--- config.mk ---
export PLATFORM = sky130hd
export DESIGN_NAME = dmem_access_seq_flat
export DESIGN_NICKNAME = d
export VERILOG_FILES = /design/src/rtl/dmem_access_seq_if.sv /design/src/rtl/dmem_access_seq.sv /design/src/flat_wrapper.sv
export SDC_FILE = /design/constraint.sdc
export NUM_CORES = 1
export LEC_CHECK = 0
export ABC_AREA = 1
export CORE_MARGIN = 4
export CORE_UTILIZATION = 53
export CTS_CLUSTER_DIAMETER = 100
export CTS_CLUSTER_SIZE = 30
export DETAILED_ROUTE_END_ITERATION = 12
export GPL_ROUTABILITY_DRIVEN = 0
export PLACE_DENSITY = 0.95
export SYNTH_ARGS = -nofsm -noshare
export SYNTH_HDL_FRONTEND = slang
export SYNTH_SLANG_ARGS = --single-unit
--- constraint.sdc ---
create_clock -name clk -period 7.4 [get_ports clk]
set_input_delay 1.85 -clock clk [delete_from_list [all_inputs] [get_ports clk]]
set_output_delay 1.85 -clock clk [all_outputs]
set_load 0.005 [all_outputs]
--- src/rtl/dmem_access_seq_if.sv ---
// Bundle of request/response and data-memory port signals for the
// data-memory access sequencer. The master side is the MEM stage plus the
// memory itself; the slave side is the sequencer.
interface dmem_access_seq_if #(
  parameter int DATA_W  = 16,
  parameter int MAX_IND = 2
);
  localparam int LANES = DATA_W / 8;
  localparam int IW    = $clog2(MAX_IND + 1);

  // MEM stage request / response
  logic              req_valid;
  logic              req_ready;
  logic              req_write;
  logic              req_byte;
  logic [IW-1:0]     req_ind;
  logic [DATA_W-1:0] req_addr;
  logic [DATA_W-1:0] req_wdata;
  logic              resp_valid;
  logic [DATA_W-1:0] resp_rdata;
  logic              stall;

  // Data memory port
  logic              mem_read;
  logic              mem_write;
  logic [DATA_W-1:0] mem_address;
  logic [DATA_W-1:0] mem_wdata;
  logic [LANES-1:0]  mem_byte_enable;
  logic              mem_resp;
  logic [DATA_W-1:0] mem_rdata;

  modport master (
    output req_valid, req_write, req_byte, req_ind, req_addr, req_wdata,
    input  req_ready, resp_valid, resp_rdata, stall,
    input  mem_read, mem_write, mem_address, mem_wdata, mem_byte_enable,
    output mem_resp, mem_rdata
  );

  modport slave (
    input  req_valid, req_write, req_byte, req_ind, req_addr, req_wdata,
    output req_ready, resp_valid, resp_rdata, stall,
    output mem_read, mem_write, mem_address, mem_wdata, mem_byte_enable,
    input  mem_resp, mem_rdata
  );
endinterface

--- src/rtl/dmem_access_seq.sv ---
// Data-memory access sequencer: follows 0..MAX_IND pointer levels, then
// performs one word or byte load/store with lane steering. All memory
// strobes and the address/data/mask are registered from the next state.
module dmem_access_seq #(
  parameter int DATA_W  = 16,
  parameter int MAX_IND = 2
) (
  input  logic            clk,
  input  logic            rst,
  dmem_access_seq_if.slave bus
);
  localparam int LANES = DATA_W / 8;
  localparam int LB    = $clog2(LANES);
  localparam int IW    = $clog2(MAX_IND + 1);

  // Pointers and word accesses ignore the lane-select bits.
  localparam logic [DATA_W-1:0] ALIGN_MASK = {{(DATA_W-LB){1'b1}}, {LB{1'b0}}};

  typedef enum logic [1:0] {IDLE, IND, ACCESS, DONE} state_t;

  state_t            state_q, state_d;
  logic              write_q, write_d;
  logic              byte_q, byte_d;
  logic [DATA_W-1:0] wdata_q, wdata_d;
  logic [DATA_W-1:0] addr_q, addr_d;
  logic [IW-1:0]     cnt_q, cnt_d;
  logic [DATA_W-1:0] resp_rdata_q, resp_rdata_d;
  logic              resp_valid_q, resp_valid_d;
  logic              req_ready_q, req_ready_d;
  logic              mem_read_q, mem_read_d;
  logic              mem_write_q, mem_write_d;
  logic [DATA_W-1:0] mem_address_q, mem_address_d;
  logic [DATA_W-1:0] mem_wdata_q, mem_wdata_d;
  logic [LANES-1:0]  mem_be_q, mem_be_d;

  logic [IW-1:0]     ind_clamped;
  logic [LB-1:0]     lane_q;
  logic [7:0]        lane_byte;

  assign lane_q = addr_q[LB-1:0];

  // Next state, latched request fields, and the registered port values
  // that belong to the state being entered.
  always_comb begin
    state_d      = state_q;
    write_d      = write_q;
    byte_d       = byte_q;
    wdata_d      = wdata_q;
    addr_d       = addr_q;
    cnt_d        = cnt_q;
    resp_rdata_d = resp_rdata_q;
    ind_clamped  = (bus.req_ind > IW'(MAX_IND)) ? IW'(MAX_IND) : bus.req_ind;
    lane_byte    = bus.mem_rdata[int'(lane_q)*8 +: 8];

    case (state_q)
      IDLE: begin
        if (bus.req_valid) begin
          write_d = bus.req_write;
          byte_d  = bus.req_byte;
          wdata_d = bus.req_wdata;
          addr_d  = bus.req_addr;
          cnt_d   = ind_clamped;
          state_d = (ind_clamped != '0) ? IND : ACCESS;
        end
      end
      IND: begin
        if (bus.mem_resp) begin
          addr_d  = bus.mem_rdata;
          cnt_d   = cnt_q - IW'(1);
          state_d = ((cnt_q - IW'(1)) != '0) ? IND : ACCESS;
        end
      end
      ACCESS: begin
        if (bus.mem_resp) begin
          if (write_q)      resp_rdata_d = '0;
          else if (byte_q)  resp_rdata_d = {{(DATA_W-8){1'b0}}, lane_byte};
          else              resp_rdata_d = bus.mem_rdata;
          state_d = DONE;
        end
      end
      DONE: begin
        state_d = IDLE;
      end
      default: state_d = IDLE;
    endcase

    // Port values for the upcoming state (registered below).
    req_ready_d   = (state_d == IDLE);
    resp_valid_d  = (state_d == DONE);
    mem_read_d    = (state_d == IND) || ((state_d == ACCESS) && !write_d);
    mem_write_d   = (state_d == ACCESS) && write_d;
    mem_address_d = '0;
    mem_wdata_d   = '0;
    mem_be_d      = '0;
    if (state_d == IND) begin
      mem_address_d = addr_d & ALIGN_MASK;
    end else if (state_d == ACCESS) begin
      mem_address_d = byte_d ? addr_d : (addr_d & ALIGN_MASK);
      if (write_d) begin
        mem_wdata_d = byte_d ? {LANES{wdata_d[7:0]}} : wdata_d;
        mem_be_d    = byte_d ? (LANES'(1) << addr_d[LB-1:0]) : {LANES{1'b1}};
      end
    end
  end

  // State and output registers; reset abandons any access in flight.
  always_ff @(posedge clk or posedge rst) begin
    if (rst) begin
      state_q       <= IDLE;
      write_q       <= 1'b0;
      byte_q        <= 1'b0;
      wdata_q       <= '0;
      addr_q        <= '0;
      cnt_q         <= '0;
      resp_rdata_q  <= '0;
      resp_valid_q  <= 1'b0;
      req_ready_q   <= 1'b1;
      mem_read_q    <= 1'b0;
      mem_write_q   <= 1'b0;
      mem_address_q <= '0;
      mem_wdata_q   <= '0;
      mem_be_q      <= '0;
    end else begin
      state_q       <= state_d;
      write_q       <= write_d;
      byte_q        <= byte_d;
      wdata_q       <= wdata_d;
      addr_q        <= addr_d;
      cnt_q         <= cnt_d;
      resp_rdata_q  <= resp_rdata_d;
      resp_valid_q  <= resp_valid_d;
      req_ready_q   <= req_ready_d;
      mem_read_q    <= mem_read_d;
      mem_write_q   <= mem_write_d;
      mem_address_q <= mem_address_d;
      mem_wdata_q   <= mem_wdata_d;
      mem_be_q      <= mem_be_d;
    end
  end

  assign bus.req_ready       = req_ready_q;
  assign bus.resp_valid      = resp_valid_q;
  assign bus.resp_rdata      = resp_rdata_q;
  assign bus.mem_read        = mem_read_q;
  assign bus.mem_write       = mem_write_q;
  assign bus.mem_address     = mem_address_q;
  assign bus.mem_wdata       = mem_wdata_q;
  assign bus.mem_byte_enable = mem_be_q;
  // Combinational so the pipeline advances on the DONE cycle.
  assign bus.stall           = bus.req_valid && !resp_valid_q;
endmodule

--- src/flat_wrapper.sv ---
// flat-port wrapper written by rule: the top's interface ports become plain ports
module dmem_access_seq_flat 
#(
  parameter int DATA_W  = 16,
  parameter int MAX_IND = 2
)
  (clk, rst, bus_req_valid, bus_req_write, bus_req_byte, bus_req_ind, bus_req_addr, bus_req_wdata, bus_req_ready, bus_resp_valid, bus_resp_rdata, bus_stall, bus_mem_read, bus_mem_write, bus_mem_address, bus_mem_wdata, bus_mem_byte_enable, bus_mem_resp, bus_mem_rdata);
  dmem_access_seq_if #(.DATA_W(DATA_W), .MAX_IND(MAX_IND)) bus_i ();
  input  logic clk;
  input  logic rst;
  input wire logic [$bits(bus_i.req_valid)-1:0] bus_req_valid;
  input wire logic [$bits(bus_i.req_write)-1:0] bus_req_write;
  input wire logic [$bits(bus_i.req_byte)-1:0] bus_req_byte;
  input wire logic [$bits(bus_i.req_ind)-1:0] bus_req_ind;
  input wire logic [$bits(bus_i.req_addr)-1:0] bus_req_addr;
  input wire logic [$bits(bus_i.req_wdata)-1:0] bus_req_wdata;
  output wire logic [$bits(bus_i.req_ready)-1:0] bus_req_ready;
  output wire logic [$bits(bus_i.resp_valid)-1:0] bus_resp_valid;
  output wire logic [$bits(bus_i.resp_rdata)-1:0] bus_resp_rdata;
  output wire logic [$bits(bus_i.stall)-1:0] bus_stall;
  output wire logic [$bits(bus_i.mem_read)-1:0] bus_mem_read;
  output wire logic [$bits(bus_i.mem_write)-1:0] bus_mem_write;
  output wire logic [$bits(bus_i.mem_address)-1:0] bus_mem_address;
  output wire logic [$bits(bus_i.mem_wdata)-1:0] bus_mem_wdata;
  output wire logic [$bits(bus_i.mem_byte_enable)-1:0] bus_mem_byte_enable;
  input wire logic [$bits(bus_i.mem_resp)-1:0] bus_mem_resp;
  input wire logic [$bits(bus_i.mem_rdata)-1:0] bus_mem_rdata;
  assign bus_i.req_valid = bus_req_valid;
  assign bus_i.req_write = bus_req_write;
  assign bus_i.req_byte = bus_req_byte;
  assign bus_i.req_ind = bus_req_ind;
  assign bus_i.req_addr = bus_req_addr;
  assign bus_i.req_wdata = bus_req_wdata;
  assign bus_req_ready = bus_i.req_ready;
  assign bus_resp_valid = bus_i.resp_valid;
  assign bus_resp_rdata = bus_i.resp_rdata;
  assign bus_stall = bus_i.stall;
  assign bus_mem_read = bus_i.mem_read;
  assign bus_mem_write = bus_i.mem_write;
  assign bus_mem_address = bus_i.mem_address;
  assign bus_mem_wdata = bus_i.mem_wdata;
  assign bus_mem_byte_enable = bus_i.mem_byte_enable;
  assign bus_i.mem_resp = bus_mem_resp;
  assign bus_i.mem_rdata = bus_mem_rdata;
  dmem_access_seq #(.DATA_W(DATA_W), .MAX_IND(MAX_IND)) u_core (.clk(clk), .rst(rst), .bus(bus_i));
endmodule
==> impl_metrics.tcl <==
set metrics [dict create \
    synth_top_family_by_area "simple AND/OR/NAND/NOR gates" \
    routed_wl_um 12200 \
    ys_seq_area_share_pct 53.1 \
    io_pins 111 \
    worstMarginPinSlew_ns 1.32 \
    h-tree-depth 3 \
    r2r_slack_ns 4.42 \
    finalSetupTns_ns 0 \
    initial_core_util_pct 55.3 \
    hpwl_um 8380 \
    slew_viol_final 0 \
    die_width_um 98.5 \
    postRouteAntennaNets 0 \
    final_nets 712 \
    clk_latency_ns 0.36 \
    synth_ff_type "dfrtp_1" \
    crit_start "bus_req_valid" \
    grt_util_all_layers_pct 25.3 \
    timing.rr.end "u_core.bus.mem_wdata[7]" \
    worst_hold_path_type "reg2reg" \
    grt_pass1_wl_um 19700 \
    worstPathMaxFanout 40 \
    synth_area_mm2 0.00434 \
    drcViolationCount 0 \
    min_path_cells 2 \
    async_flop_share_pct 100 \
    clk_pin_slew_ns 0.09 \
    synth-seq-cells 92 \
    cp.required_ns 5.55 \
    whs_ns 0.475 \
    cap_violations 0 \
    ir_worst_vdd_uv 259 \
    synth_top_area_share_pct 52.5 \
    root_buffer "clkbuf_8" \
    clk_path_buf_depth 2 \
    overflow 0 \
    synthSimpleGateAreaFrac_pct 32.7 \
    start_kind "input port" \
    power_uw 2230 \
    avgViaCountPerCell 5.53 \
    worstPathCellList "clkdlybuf4s50_1 -> buf_4 -> inv_2 -> nor2_1 -> clkdlybuf4s50_1" \
    cp_data_arrival_time_ns 3.60 \
    drt_pass1_iterations 6 \
    end_kind "output pin" \
    final_cell_mix "222 x nand2_1, 110 x clkdlybuf4s50_1, 91 x dfrtp_1, 76 x nand3_1, 61 x inv_1" \
    synth_top_cell_by_area "dfrtp_1" \
    layout.cells.most_common "nand2_1" \
    synth-edff-count 0 \
    ys_warn_count 0 \
    diodes 0 \
    antenna_found_initial 0 \
    setup_viol_count_final 0 \
    rsz0062_at_grt "false" \
    core_area_mm2 0.00785 \
    hp-start "u_core.wdata_q[13]" \
    fill_cells 539 \
    grt_pass1_vias 4162 \
    rows 32 \
    cp_top_family "buffers and inverters" \
    worst-path-buf-inv 4 \
    drive_gt1_share_pct 4.70 \
    routedWlPerCell_um 16.0 \
    syn-mean-instance-area_um2 7.79 \
    die-area_mm2 0.00970 \
    slew_headroom_pct 11.5 \
    netlist_instances 557 \
    hold_buffers 0 \
    synthesis.nets 614 \
    period_share_pct 73.7 \
    clock-sinks 92 \
    die-height_um 98.5 \
    drt_iter0_markers 500 \
    synth_cell_types 22 \
    postCtsSetupBuffers 0 \
    p_per_area_mw_per_mm2 392 \
    num_vias 4215 \
    finalCriticalPeriod_ns 5.45 \
    cts_resized 0 \
    synth_xor_area_share_pct 0 \
    grt_start_max_net_pins 93 \
    synth_compound_area_share_pct 4.81 \
    numCtsBuffers 9 \
    synth_area_leaders "dfrtp_1 52%, nand2_1 19%, nand3_1 8.8%" \
    status "finished, final reports clean" \
    skew_ns 0.0142 \
    tritoncts "done" \
    reg2reg_from "u_core.state_q[1]" \
    area_growth_pct 30.9 \
    crit_type "in2out" \
    hold_path_end "u_core.wdata_q[13]" \
    fmax_mhz 183 \
    path_common_cell "clkdlybuf4s50_1" \
    synthAdderAreaFrac_pct 0.288 \
    crit_cells 5 \
    finalHoldViolations 0 \
    p_leak_uw 0.00293 \
    rr_worst_depth 6 \
    cp_slowest_stage_delay_ns 0.51 \
    crit_slowest_cell "clkdlybuf4s50_1" \
    port_buffers 110 \
    synth_mux_area_share_pct 0 \
]
[worst max-delay path by stage]
stage                  endpoint
2_1_floorplan  u_core.addr_q[0]
3_3_place_gp          bus_stall
3_5_place_dp          bus_stall
4_1_cts               bus_stall
5_1_grt               bus_stall
6_report              bus_stall
[cell usage after synthesis (2+ instances only)]
master    instances
inv_2             3
nand3_4           2
nor2_1           30
inv_1            62
buf_2            10
nand2_1         222
a22o_1            7
clkbuf_1          7
o21ai_0          27
buf_4             8
nand2_2           2
nand3_1          76
nand3_2           2
dfrtp_1          91
[metal layers]
metal  track usage (%)  up-vias  wire length, µm
li1                  -     1921                -
met1              31.6     1938             4400
met4              11.7        0              386
met2              42.7      319             6120
met3              4.53       37             1300
met5                 0        -                0
[through the flow]
stage	setup slack (ns)	cell area, µm²	std cells	util [%]
floorplan	3.16	4340	557	-
CTS	1.97	5680	762	72.4
global placement	2.00	5450	746	69.4
finish	1.95	5680	762	72.4
detailed placement	1.99	5450	746	69.4
global route	1.89	5680	762	72.4
[worst min-delay path, delay by kind of cell, from the launching register on]
family           cells  cell delay [ns]
flip-flops           1             0.33
AND/OR/NAND/NOR      2             0.11
[report_power, final]
part | internal, µW | switching [µW]
sequential | 693 | 102
combinational | 388 | 649
clock | 224 | 172
[state kept, by name, summed over array words and instances (netlist names)]
register                    count
u_core.byte_q                   1
u_core.bus.mem_wdata           16
u_core.state_q                  2
u_core.wdata_q                 16
u_core.write_q                  1
u_core.cnt_q                    2
u_core.bus.resp_rdata          16
u_core.bus.mem_read             1
u_core.bus.req_ready            1
u_core.bus.mem_write            1
u_core.addr_q                  16
u_core.bus.mem_byte_enable      2
u_core.bus.mem_address         16
u_core.bus.resp_valid           1
[final cells by class]
| class | count | area [µm²] | share of cell area (%) |
|---|---|---|---|
| multi-input cells | 373 | 1640 | 28.9 |
| well taps | 102 | 128 | 2.25 |
| repair buffers | 113 | 1120 | 19.8 |
| inverters | 66 | 249 | 4.38 |
| clock inverters | 5 | 103 | 1.81 |
| clock buffers | 11 | 131 | 2.31 |
| flip-flops and latches | 92 | 2300 | 40.5 |
[logic make-up after synthesis]
group,count (synthesis)
buffers and inverters,92
adder cells (fa/ha/maj),1
flip-flops,92
AND/OR/NAND/NOR,336
AO/OA/AOI/OAI,36
(Power assumes the default switching activity.)
